`src/rtl/score_display_ctrl.sv`:
```
// Score/lives owner with a 3-step BCD adder FSM and a frame-stable shadow score.
// Per pixel, selects the active digit slot and emits glyph code, offsets and visibility.
module score_display_ctrl #(
  parameter int unsigned TOP_X      = 16,
  parameter int unsigned TOP_Y      = 8,
  parameter int unsigned DIGIT_W    = 16,
  parameter int unsigned DIGIT_H    = 32,
  parameter int unsigned DIGIT_GAP  = 4,
  parameter int unsigned LIVES_INIT = 3
) (
  input  logic             clk,
  input  logic             resetN,
  input  logic [10:0]      pixelX,
  input  logic [10:0]      pixelY,
  input  logic             startOfFrame,
  input  logic             addReq,
  input  logic [1:0][3:0]  addPoints,
  input  logic             loseLife,
  input  logic             resetScore,
  output logic             busy,
  output logic [2:0][3:0]  score,
  output logic [3:0]       digitCode,
  output logic [10:0]      offsetX,
  output logic [10:0]      offsetY,
  output logic             insideRectangle,
  output logic [1:0]       lives,
  output logic             gameOver
);

  localparam int unsigned SLOTS = 3;
  localparam int unsigned PITCH = DIGIT_W + DIGIT_GAP;

  typedef enum logic [1:0] {IDLE, ADD0, ADD1, ADD2} state_t;

  state_t          state, state_d;
  logic [1:0][3:0] pts, pts_d;
  logic            carry, carry_d;
  logic [2:0][3:0] score_d;
  logic            busy_d;
  logic [1:0]      lives_d;
  logic [4:0]      sum;
  logic [2:0][3:0] shadow;

  function automatic logic [3:0] clamp_bcd(input logic [3:0] d);
    return (d > 4'd9) ? 4'd9 : d;
  endfunction

  // Adder FSM state and datapath registers
  always_ff @(posedge clk or negedge resetN) begin
    if (!resetN) begin
      state   <= IDLE;
      pts     <= '0;
      carry   <= 1'b0;
      score   <= '0;
      busy    <= 1'b0;
      lives   <= 2'(LIVES_INIT);
      gameOver <= 1'b0;
    end else begin
      state    <= state_d;
      pts      <= pts_d;
      carry    <= carry_d;
      score    <= score_d;
      busy     <= busy_d;
      lives    <= lives_d;
      gameOver <= (lives_d == 2'd0);
    end
  end

  // One BCD digit per step; resetScore overrides everything
  always_comb begin
    state_d = state;
    pts_d   = pts;
    carry_d = carry;
    score_d = score;
    sum     = '0;
    unique case (state)
      IDLE: begin
        if (addReq) begin
          pts_d[0] = clamp_bcd(addPoints[0]);
          pts_d[1] = clamp_bcd(addPoints[1]);
          carry_d  = 1'b0;
          state_d  = ADD0;
        end
      end
      ADD0: begin
        sum = 5'(score[0]) + 5'(pts[0]);
        if (sum > 5'd9) begin
          score_d[0] = 4'(sum - 5'd10);
          carry_d    = 1'b1;
        end else begin
          score_d[0] = sum[3:0];
          carry_d    = 1'b0;
        end
        state_d = ADD1;
      end
      ADD1: begin
        sum = 5'(score[1]) + 5'(pts[1]) + 5'(carry);
        if (sum > 5'd9) begin
          score_d[1] = 4'(sum - 5'd10);
          carry_d    = 1'b1;
        end else begin
          score_d[1] = sum[3:0];
          carry_d    = 1'b0;
        end
        state_d = ADD2;
      end
      ADD2: begin
        sum = 5'(score[2]) + 5'(carry);
        if (sum > 5'd9) begin
          score_d = 12'h999;
        end else begin
          score_d[2] = sum[3:0];
        end
        carry_d = 1'b0;
        state_d = IDLE;
      end
      default: state_d = IDLE;
    endcase

    if (resetScore) begin
      state_d = IDLE;
      score_d = '0;
      carry_d = 1'b0;
    end

    busy_d = (state_d != IDLE);

    lives_d = lives;
    if (resetScore) begin
      lives_d = 2'(LIVES_INIT);
    end else if (loseLife && (lives != 2'd0)) begin
      lives_d = lives - 2'd1;
    end
  end

  // Shadow only refreshes between adds so a frame never shows a half-updated score
  always_ff @(posedge clk or negedge resetN) begin
    if (!resetN) begin
      shadow <= '0;
    end else if (startOfFrame && (state == IDLE)) begin
      shadow <= score;
    end
  end

  logic        in_y;
  logic        hit;
  logic [1:0]  slot;
  logic [10:0] slot_x;
  logic [3:0]  digit;
  logic        blank;

  // Slot decode for the current pixel
  always_comb begin
    in_y   = (pixelY >= 11'(TOP_Y)) && (pixelY < 11'(TOP_Y + DIGIT_H));
    hit    = 1'b0;
    slot   = '0;
    slot_x = '0;
    for (int unsigned k = 0; k < SLOTS; k++) begin
      if ((pixelX >= 11'(TOP_X + k * PITCH)) &&
          (pixelX <  11'(TOP_X + k * PITCH + DIGIT_W))) begin
        hit    = in_y;
        slot   = 2'(k);
        slot_x = 11'(TOP_X + k * PITCH);
      end
    end

    unique case (slot)
      2'd0:    digit = shadow[2];
      2'd1:    digit = shadow[1];
      default: digit = shadow[0];
    endcase

    blank = ((slot == 2'd0) && (shadow[2] == 4'd0)) ||
            ((slot == 2'd1) && (shadow[2] == 4'd0) && (shadow[1] == 4'd0));
  end

  // Registered pixel outputs; digitCode holds outside the slots
  always_ff @(posedge clk or negedge resetN) begin
    if (!resetN) begin
      digitCode       <= '0;
      offsetX         <= '0;
      offsetY         <= '0;
      insideRectangle <= 1'b0;
    end else if (hit) begin
      digitCode       <= digit;
      offsetX         <= pixelX - slot_x;
      offsetY         <= pixelY - 11'(TOP_Y);
      insideRectangle <= ~blank;
    end else begin
      offsetX         <= '0;
      offsetY         <= '0;
      insideRectangle <= 1'b0;
    end
  end

endmodule

```
`config.mk`:
```
export PLATFORM = sky130hd
export DESIGN_NAME = score_display_ctrl
export DESIGN_NICKNAME = d
export VERILOG_FILES = /design/src/rtl/score_display_ctrl.sv
export SDC_FILE = /design/constraint.sdc
export NUM_CORES = 1
export LEC_CHECK = 0
export BUFFER_PORTS_ARGS = -buffer_cell sky130_fd_sc_hd__buf_4
export CAP_MARGIN = 20
export CORE_MARGIN = 1
export CORE_UTILIZATION = 35
export DETAILED_ROUTE_END_ITERATION = 10
export GPL_ROUTABILITY_DRIVEN = 0
export PLACE_DENSITY_LB_ADDON = 0.08
export SLEW_MARGIN = 25
export SYNTH_ARGS = -nofsm -noshare
export SYNTH_HDL_FRONTEND = slang
export SYNTH_SLANG_ARGS = --single-unit
```
`constraint.sdc`:
```
create_clock -name clk -period 7.8 [get_ports clk]
set_input_delay 1.17 -clock clk [delete_from_list [all_inputs] [get_ports clk]]
set_output_delay 1.17 -clock clk [all_outputs]
set_load 0.01 [all_outputs]
```
==> results.py, run 1 <==
metrics = {
    "pwr": {
        "leakagePower_nw": 2.26,
        "power_report.internal_total_mw": 0.980,
        "share_comb_of_total_power_pct": 42.7,
        "power.share.switching_pct": 35.0,
        "vdd_drop_max_uv": 186,
        "power.share.sequential_pct": 31.2,
        "power-per-cell-area_nw_per_um2": 325,
        "pwr-share-clk_pct": 26.1,
        "switchingPower_mw": 0.528,
        "total_design_power_mw": 1.51,
    },
    "worst_setup_path": {
        "worstSetupEndpoint": "offsetX[10]",
        "crit-reg2reg-launch": "score[4]",
        "crit_path_cell_trace": "buf_4, nor4_4, and2_1, ha_1, inv_1, fa_1, a21oi_1, nor2b_1, nor4_1, xnor2_1, nor2_1",
        "crit_path_max_fanout": 9,
        "r2r_end": "score[6]",
        "setup.worst_path.start_class": "input pin",
        "critical_path.top_delay_family": "simple AND/OR/NAND/NOR gates",
        "ff2ff_setup_slack_ns": 4.87,
        "critical_path.slowest_cell": "nor4_4",
        "setup.worst_path.class": "in2reg",
        "critical_path_required_ns": 8.00,
        "rr_worst_depth": 9,
        "critPathCaptureType": "flip-flop",
        "cp.arrival_ns": 3.34,
        "critPathMaxStageDelay_ns": 0.53,
        "timing.critical_path.from": "pixelX[10]",
        "worstPathBufferInverterCount": 2,
        "path_depth": 11,
    },
    "floorplan": {
        "placeable_core_area_um2": 9950,
        "io_pins": 79,
        "die-area_um2": 10900,
        "rows": 36,
        "floorplan.initialDensity_pct": 36.8,
        "die_width_um": 104,
        "chipHeight_um": 104,
    },
    "placement": {
        "hpwl_um": 6320,
        "dpl.cell_count": 556,
        "placement.io_buffers": 78,
    },
    "synthesis": {
        "synth-compound-area-share_pct": 14.6,
        "largest_family_of_logic_cells_by_synthesized_area": "simple AND/OR/NAND/NOR gates",
        "net_count_synth": 419,
        "ys_warn_count": 0,
        "synth.yosys.seq_area_share_pct": 45.2,
        "synth-main-ff-cell": "dfrtp_1",
        "synth_seq_cells": 66,
        "synthesis.instances": 355,
        "synth_edf_count": 0,
        "synth.cell_area_um2": 3660,
        "synth_simple_gate_area_share_pct": 15.3,
        "syn_area_per_cell_um2": 10.3,
        "synth_cell_types": 55,
        "synth_mux_area_share_pct": 6.56,
        "synth_fa_ha_area_share_pct": 10.4,
        "async_flop_share_pct": 100,
        "synthXorXnorAreaFrac_pct": 3.35,
    },
    "job": {
        "maxCapViolCount": 0,
    },
    "timing": {
        "fin_crit_ns": 3.13,
        "finalHoldViolations": 0,
        "timing_worst_slew_pin_value_ns": 0.820,
        "final_max_slew_viol_count": 0,
        "finClkSkew_ns": 0.0116,
        "number_of_failing_setup_endpoints_in_the_final_timing_report": 0,
        "fin_tns_setup_ns": 0,
        "maxClockFrequency_mhz": 319,
        "maxSlewHeadroom_pct": 45.3,
        "grt_setup_unrepaired": "false",
        "fin_crit_sh_pct": 40.2,
    },
    "layout": {
        "seqCellArea_um2": 1650,
        "insertedDiodeCount": 0,
        "layout.core_utilization_pct": 46.6,
        "areaGrowthSynthToFinish_pct": 26.8,
        "layout-drive-gt1-share_pct": 29.6,
        "instances_no_fill": 572,
        "multi_input_comb_area_um2": 1840,
        "final.fill_count": 987,
        "layout.nets": 498,
    },
    "detailed_routing": {
        "post_drt_via_cell_ratio": 4.93,
        "route.vias.total": 2821,
        "route.detailed.wl_per_inst_um": 14.5,
        "initialDrtViolationCount": 79,
        "totalWireLength_um": 8270,
        "detail_route.first_pass.iterations": 4,
        "post-route-drc-count": 0,
        "postRouteAntennaNets": 0,
    },
    "clocking": {
        "cts_max_path_buffers": 2,
        "cts_htree_levels": 3,
        "cts.reportedPaths.clkPinSlew_ns": 0.08,
        "ctsHoldBuffers": 0,
        "post_cts.resized_instances": 0,
        "tritoncts": "done",
        "insertion_delay_ns": 0.35,
        "postCtsSetupRepairBufs": 0,
        "clk_root_buffer_cell": "clkbuf_8",
        "clock_sink_count": 66,
        "cts_inserted_buffers": 9,
    },
    "outcome": {
        "outcome": "finished, final reports clean",
    },
    "global_route": {
        "overflow": 0,
        "first_global_vias": 2774,
        "grt_pass1_wl_um": 13800,
        "grt_max_degree": 67,
        "antenna_found_initial": 0,
        "grt_util_all_layers_pct": 16.1,
    },
    "min_path": {
        "min_path_type": "reg2reg",
    },
}
==> state kept, by name, indices dropped and copies added (netlist names) <==
| name | flops |
|---|---|
| digitCode | 4 |
| busy | 1 |
| score | 12 |
| carry | 1 |
| pts | 8 |
| state | 2 |
| offsetX | 11 |
| shadow | 12 |
| insideRectangle | 1 |
| lives | 2 |
| offsetY | 11 |
| gameOver | 1 |
==> cell usage in the layout (no fill, tap or decap), drive strengths merged, types with 2 or more instances in the layout <==
master and instances:
fa 4, clkinv 2, buf 79, nand3 2
and4b 2, nor2 41, mux2i 6, a21boi 2
nor2b 8, nor3 6, a22o 8, o311ai 2
inv 30, xor2 5, mux2 16, dfrtp 64
o21ai 19, nand2 16, and3 4, a22oi 2
ha 24, dfstp 2, a32o 5, o21a 2
a211oi 4, bufinv 4, a31o 3, nor4 5
o22ai 3, a31oi 2, nor3b 4, or2 6
a21oi 19, nand2b 8, clkbuf 10, xnor2 9
==> cells by family after synthesis <==
group,count (synthesis)
flops,66
fa+ha+maj,28
mux,22
xor+xnor,14
compound gates,77
buf+inv,41
simple gates,107
==> cell usage after synthesis, types with 2 or more instances <==
library cell  count  area (µm²)
mux2_2           16         180
buf_2             2        10.0
nor2_1           41         154
a31oi_1           2        12.5
a31o_2            2        17.5
ha_1             24         300
a32o_1            4        40.0
o21a_1            2        15.0
dfstp_2           2        52.6
o311ai_2          2        32.5
nand2_1          16        60.1
fa_1              4        80.1
a21oi_1          19        95.1
a211oi_1          4        30.0
xor2_1            5        43.8
o21ai_2           2        17.5
dfrtp_1          64        1600
nor3b_1           4        30.0
nand3_1           2        10.0
a21boi_0          2        15.0
and3_1            3        18.8
o22ai_1           3        18.8
inv_1            30         113
xnor2_1           9        78.8
and4b_1           2        20.0
nand2b_1          8        50.1
or2_2             5        31.3
o21ai_0          16        80.1
a22o_1            8        70.1
nor3_1            6        30.0
clkbuf_1          6        22.5
nor4_1            4        25.0
a22oi_1           2        15.0
mux2i_1           6        60.1
nor2b_1           8        50.1
==> routing by layer <==
metal / share of wire [%] / vias to the layer above / global-route usage [%]
met5: 0 / - / 0
met2: 46 / 86 / 26.0
li1: - / 1406 / -
met4: 1.2 / 0 / 6.12
met3: 4.8 / 8 / 2.88
met1: 48 / 1321 / 21.6
==> through the flow <==
stage	hold slack, ns	setup WS (ns)	area (µm²)
detailed placement	0.479	4.31	4360
global placement	0.471	4.36	4360
finish	0.491	4.67	4640
CTS	0.497	4.67	4640
floorplan	0.450	4.68	3660
global route	0.534	4.53	4640
==> worst min path at each step <==
| stage | startpoint | end | cells past startpoint |
|---|---|---|---|
| CTS | pts[2] | pts[2] | 2 |
| global placement | pts[2] | pts[2] | 2 |
| global route | pts[2] | pts[2] | 2 |
| finish | pts[2] | pts[2] | 2 |
| floorplan | shadow[1] | shadow[1] | 2 |
| detailed placement | pts[2] | pts[2] | 2 |
==> power groups by stage <==
stage,combinational [mW],sequential (mW),clock (mW)
after floorplan,0.477,0.466,0
after global placement,0.639,0.478,0
after detailed placement,0.648,0.479,0
after CTS,0.653,0.473,0.402
after global routing,0.725,0.481,0.417
final,0.645,0.470,0.394
==> cell type report <==
cell class | instances | share of cell area [%]
inverter | 30 | 2.43
timing repair buffer | 79 | 12.8
clock buffer | 10 | 2.97
multi-input combinational | 248 | 39.6
sequential | 66 | 35.7
tap | 133 | 3.59
clock inverter | 6 | 2.97
==> worst min-delay path, delay by kind of cell (launching register included) <==
family	cells	cell delay, ns
flip-flops	1	0.35
AND/OR/NAND/NOR	1	0.05
AO/OA/AOI/OAI	1	0.06
(Power assumes the default switching activity.)
==> run 2, diff against run 1 <==
==> constraint.sdc (replaced) <==
create_clock -name clk -period 2.5 [get_ports clk]
set_input_delay 0.375 -clock clk [delete_from_list [all_inputs] [get_ports clk]]
set_output_delay 0.375 -clock clk [all_outputs]
set_load 0.01 [all_outputs]
==> run 2 against run 1 <==
  * The run now ends with negative setup slack left
  * Hold slack got worse by 0.44 ns
  * Flip-flop and latch count unchanged
  * Largest power group unchanged
  * Clock skew decreased by 0.0037 ns
  * Combinational power increased to 4.1 times the previous value
  * Total power increased to 3.2 times the previous value
  * Die area unchanged
  * Critical path depth decreased by 2
  * Utilization increased by 1.7 points
==> results.py, run 2 (same netlist as run 1, synthesis figures left out) <==
metrics = {
    "outcome": {
        "outcome": "finished, violations left",
        "failed_checks": "negative setup slack",
    },
    "job": {
        "maxCapViolCount": 0,
    },
    "timing": {
        "hold-worst-slack_ns": 0.0553,
        "number_of_failing_setup_endpoints_in_the_final_timing_report": 3,
        "finalHoldViolations": 0,
        "maxClockFrequency_mhz": 385,
        "post-route-worst-setup-slack_ns": -0.0996,
        "grt_setup_unrepaired": "true",
        "fin_tns_setup_ns": -0.183,
        "finClkSkew_ns": 0.00791,
        "maxSlewHeadroom_pct": 58.5,
        "final_max_slew_viol_count": 0,
        "fin_crit_ns": 2.60,
        "fin_crit_sh_pct": 104,
        "timing_worst_slew_pin_value_ns": 0.623,
    },
    "layout": {
        "finish.instance_area_um2": 4810,
        "layout-drive-gt1-share_pct": 36.0,
        "seqCellArea_um2": 1660,
        "areaGrowthSynthToFinish_pct": 31.4,
        "insertedDiodeCount": 0,
        "layout.nets": 528,
        "most_common_library_cell_in_the_layout_ignoring_fill_and_taps": "buf_4",
        "instances_no_fill": 602,
        "multi_input_comb_area_um2": 1890,
        "largest_registers": "score: 12 flops, shadow: 12 flops",
        "final.fill_count": 954,
        "layout.cells.most_common_list": "109 x buf_4, 63 x dfrtp_1, 41 x nor2_1, 28 x inv_1, 21 x ha_1",
    },
    "placement": {
        "placement.io_buffers": 78,
        "dpl.cell_count": 584,
        "place_area_um2": 4600,
        "hpwl_um": 6640,
    },
    "pwr": {
        "power-per-cell-area_nw_per_um2": 1010,
        "leakagePower_nw": 2.37,
        "vdd_drop_max_uv": 490,
    },
    "min_path": {
        "min_path_type": "in2async",
    },
    "global_route": {
        "grt_pass1_wl_um": 14400,
        "grt_util_all_layers_pct": 16.8,
        "antenna_found_initial": 0,
        "first_global_vias": 2952,
        "grt_max_degree": 50,
        "overflow": 0,
    },
    "clocking": {
        "cts_max_path_buffers": 2,
        "clock_sink_count": 66,
        "cts.reportedPaths.clkPinSlew_ns": 0.07,
        "cts_inserted_buffers": 9,
        "cts_htree_levels": 3,
        "clk_root_buffer_cell": "clkbuf_8",
        "ctsHoldBuffers": 0,
        "insertion_delay_ns": 0.34,
        "tritoncts": "done",
    },
    "floorplan": {
        "die_width_um": 104,
        "placeable_core_area_um2": 9950,
        "rows": 36,
        "chipHeight_um": 104,
        "die-area_um2": 10900,
        "floorplan.initialDensity_pct": 36.8,
        "io_pins": 79,
    },
    "worst_setup_path": {
        "critPathMaxStageDelay_ns": 0.43,
        "crit_path_max_fanout": 3,
        "ff2ff_setup_slack_ns": -0.1,
        "setup.worst_path.class": "reg2reg",
        "critPathCaptureType": "flip-flop",
        "crit_path_cell_trace": "fa_2, inv_2, fa_1, ha_2, nor2b_4, a31o_1, o311ai_4, mux2i_1, a32o_1",
        "cp.arrival_ns": 2.88,
        "worstPathBufferInverterCount": 1,
        "setup.worst_path.start_class": "flip-flop",
        "critical_path.top_delay_family": "adder cells",
        "critical_path_required_ns": 2.78,
        "critical_path.slowest_cell": "dfrtp_2",
    },
    "detailed_routing": {
        "totalWireLength_um": 8580,
        "route.detailed.wl_per_inst_um": 14.3,
        "post-route-drc-count": 0,
        "postRouteAntennaNets": 0,
        "post_drt_via_cell_ratio": 4.95,
        "route.vias.total": 2979,
        "initialDrtViolationCount": 71,
        "detail_route.first_pass.iterations": 7,
    },
}
-- run 2: changes by cell type in the layout (fill, tap and decap cells not counted), moves of 3 or more --
cell and delta:
ha_1 -3, buf_4 +30, ha_2 +3, clkbuf_1 +3, bufinv_16 -4
-- run 2: where the power goes --
part / total (mW) / internal, mW / switching (mW)
sequential: 1.43 / 1.27 / 0.161
clock: 0.784 / 0.385 / 0.399
combinational: 2.66 / 1.41 / 1.24
total: 4.87 / 3.07 / 1.80
-- run 2: stage by stage --
| step | setup WS, ns | power (mW) | utilization (%) |
|---|---|---|---|
| final | -0.0996 | 4.87 | 48.3 |
| after global routing | -0.206 | 5.25 | 48.3 |
| after CTS | -0.0707 | 4.79 | 48.0 |
| after detailed placement | -0.143 | 3.92 | 46.2 |
| after global placement | -0.0890 | 3.86 | 46.2 |
| after floorplan | -0.111 | 3.02 | - |
-- run 2: final timing paths --
path	startpoint	to	depth (start not counted)
max reg2reg	score[4]	score[6]	9
min reg2reg	pts[6]	pts[6]	2
max	score[4]	score[6]	9
min	resetN	offsetX[5]	1
min in group clk	pixelY[3]	offsetY[3]	2
max in group asynchronous	resetN	lives[0]	2
-- run 2: final cells by class --
type                    count  share of cell area, %
inverters                  30                   2.34
repair buffers            109                   17.0
well taps                 133                   3.46
flip-flops and latches     66                   34.4
clock inverters             3                  0.364
clock buffers              13                   3.10
multi-input cells         248                   39.3
-- run 2: worst register-to-register path, cell delays in order, from the launching register on --
cell and delay [ns]:
dfrtp_2 0.43, fa_2 0.40, inv_2 0.06, fa_1 0.42, ha_2 0.19, nor2b_4 0.12
a31o_1 0.21, o311ai_4 0.29, mux2i_1 0.25, a32o_1 0.17
-- run 2: per-layer routing --
| metal | track usage (%) | vias up | routed length [µm] | share of wire, % |
|---|---|---|---|---|
| met1 | 22.5 | 1428 | 4040 | 47 |
| li1 | - | 1452 | - | - |
| met4 | 6.43 | 0 | 142 | 1.7 |
| met3 | 3.57 | 14 | 418 | 4.9 |
| met5 | 0 | - | 0 | 0 |
| met2 | 26.7 | 85 | 3980 | 46 |
-- run 2: repair_timing --
item	in CTS	in global routing
cloned	0	0
endpoints found under the setup margin	5	5
pin swaps	8	9
buffers inserted	1	1
resized for setup	1	7
==> run 3, diff against run 2 <==
--- a/config.mk
+++ b/config.mk
@@ -7,6 +7,7 @@
 export LEC_CHECK = 0
 export BUFFER_PORTS_ARGS = -buffer_cell sky130_fd_sc_hd__buf_4
 export CAP_MARGIN = 20
+export CORE_ASPECT_RATIO = 0.9
 export CORE_MARGIN = 1
 export CORE_UTILIZATION = 35
 export DETAILED_ROUTE_END_ITERATION = 10
==> run 3 against run 2 <==
  * The run still ends with negative setup slack left
  * Final cell count decreased by 0.17%
  * Flip-flop and latch count unchanged
  * Hold slack better by 0.18 ns
  * Sequential power is essentially flat
  * Combinational power up 2%
  * Total power is 12% higher
  * Critical path type unchanged
  * Critical endpoint unchanged
  * Highest routed layer unchanged
==> results.py, run 3 (same netlist as run 1, synthesis figures left out) <==
metrics = {
    "timing": {
        "timing_worst_slew_pin_value_ns": 0.586,
        "finClkSkew_ns": 0.00675,
        "number_of_failing_setup_endpoints_in_the_final_timing_report": 3,
        "fin_crit_ns": 2.60,
        "post-route-worst-setup-slack_ns": -0.100,
        "final_max_slew_viol_count": 0,
        "maxSlewHeadroom_pct": 60.7,
        "maxClockFrequency_mhz": 385,
        "grt_setup_unrepaired": "true",
        "fin_crit_sh_pct": 104,
        "finalHoldViolations": 0,
    },
    "floorplan": {
        "placeable_core_area_um2": 10200,
        "io_pins": 79,
        "chipHeight_um": 99.0,
        "floorplan.initialDensity_pct": 35.9,
        "rows": 35,
        "die-area_um2": 10900,
        "die_width_um": 110,
    },
    "global_route": {
        "grt_max_degree": 30,
        "grt_util_all_layers_pct": 16.9,
        "first_global_vias": 2801,
        "overflow": 0,
        "grt_pass1_wl_um": 13900,
        "antenna_found_initial": 0,
    },
    "layout": {
        "layout.cells.most_common_list": "111 x buf_4, 63 x dfrtp_1, 41 x nor2_1, 28 x inv_1, 20 x ha_1",
        "final.fill_count": 976,
        "instances_no_fill": 601,
        "areaGrowthSynthToFinish_pct": 36.4,
        "insertedDiodeCount": 0,
        "multi_input_comb_area_um2": 1910,
        "layout.nets": 531,
        "seqCellArea_um2": 1660,
        "most_common_library_cell_in_the_layout_ignoring_fill_and_taps": "buf_4",
        "largest_registers": "score: 12 flops, shadow: 12 flops",
        "layout-drive-gt1-share_pct": 36.4,
        "layout.core_utilization_pct": 48.9,
    },
    "detailed_routing": {
        "post-route-drc-count": 0,
        "detail_route.first_pass.iterations": 4,
        "initialDrtViolationCount": 67,
        "route.detailed.wl_per_inst_um": 14.3,
        "totalWireLength_um": 8600,
        "postRouteAntennaNets": 0,
        "post_drt_via_cell_ratio": 4.90,
        "route.vias.total": 2942,
    },
    "outcome": {
        "failed_checks": "negative setup slack",
        "outcome": "finished, violations left",
    },
    "pwr": {
        "leakagePower_nw": 2.45,
        "power-per-cell-area_nw_per_um2": 1090,
        "vdd_drop_max_uv": 424,
    },
    "min_path": {
        "min_path_type": "in2reg",
    },
    "worst_setup_path": {
        "critPathCaptureType": "flip-flop",
        "setup.worst_path.start_class": "flip-flop",
        "critical_path_required_ns": 2.76,
        "critical_path.slowest_cell": "fa_1",
        "worstPathBufferInverterCount": 1,
        "crit_path_max_fanout": 3,
        "critical_path.top_delay_family": "adder cells",
        "critPathMaxStageDelay_ns": 0.43,
        "cp.arrival_ns": 2.86,
        "setup.worst_path.class": "reg2reg",
        "crit_path_cell_trace": "fa_2, inv_2, fa_1, ha_2, nor2b_4, a31o_1, o311ai_4, mux2i_1, a32o_1",
    },
    "clocking": {
        "tritoncts": "done",
        "clk_root_buffer_cell": "clkbuf_16",
        "clock_sink_count": 66,
        "insertion_delay_ns": 0.33,
        "cts_htree_levels": 3,
        "cts.reportedPaths.clkPinSlew_ns": 0.05,
        "cts_inserted_buffers": 9,
        "cts_max_path_buffers": 2,
    },
    "placement": {
        "dpl.cell_count": 580,
        "hpwl_um": 6590,
        "placement.io_buffers": 78,
    },
    "job": {
        "maxCapViolCount": 0,
    },
}
## run 3: layout make-up
cell class              count  share of cell area [%]
inverters                  30                    2.26
well taps                 129                    3.23
repair buffers            112                    16.9
multi-input cells         248                    38.3
flip-flops and latches     66                    33.1
clock inverters             2                   0.702
clock buffers              14                    5.49
## run 3: worst reg2reg max path, cell delays in order (launching register included)
cell and delay [ns]:
dfrtp_2 0.42, fa_2 0.41, inv_2 0.06, fa_1 0.43
ha_2 0.20, nor2b_4 0.12, a31o_1 0.21, o311ai_4 0.28
mux2i_1 0.23, a32o_1 0.17
## run 3: routing by layer
layer	vias up	GRT usage [%]	part of all wire [%]
met5	-	0	0
met4	0	5.54	1.3
met3	10	4.10	4.0
met2	56	24.9	44
met1	1409	24.2	51
li1	1467	-	-
## run 3: timing repair
| action | CTS | global route |
|---|---|---|
| buffers inserted | 1 | 5 |
| gates resized for setup | 1 | 10 |
| pin swaps | 4 | 7 |
| endpoints found under the hold margin | 25 | 0 |
| endpoints found under the setup margin | 5 | 6 |
| hold buffers | 1 | 0 |
## run 3: final timing paths
kind / start / end / slack (ns) / cells past startpoint
worst max register to register: score[4] / score[6] / -0.10 / 9
worst min-delay path: pixelY[3] / offsetY[3] / 0.23 / 2
worst min register to register: pts[2] / pts[2] / 0.48 / 2
worst max-delay path: score[4] / score[6] / -0.10 / 9
min in group asynchronous: resetN / offsetX[6] / 0.51 / 2
max in group asynchronous: resetN / pts[3] / 1.36 / 3
## run 3: where the power goes
| part | total, mW | internal, mW | switching [mW] |
|---|---|---|---|
| clock network | 1.31 | 0.853 | 0.455 |
| registers | 1.44 | 1.27 | 0.161 |
| logic | 2.72 | 1.47 | 1.25 |
| total | 5.46 | 3.59 | 1.87 |
## run 3: per-stage QoR
step / setup WS, ns / power [mW] / hold WS [ns] / area (µm²) / TNS [ns]
CTS: -0.107 / 5.31 / 0.226 / 4930 / -0.247
global placement: -0.103 / 3.86 / 0.325 / 4590 / -0.199
detailed placement: -0.163 / 3.89 / 0.329 / 4590 / -0.464
global route: -0.240 / 5.85 / 0.228 / 4990 / -0.737
finish: -0.100 / 5.46 / 0.232 / 4990 / -0.210
floorplan: -0.111 / 3.02 / 0.0794 / 3680 / -0.211
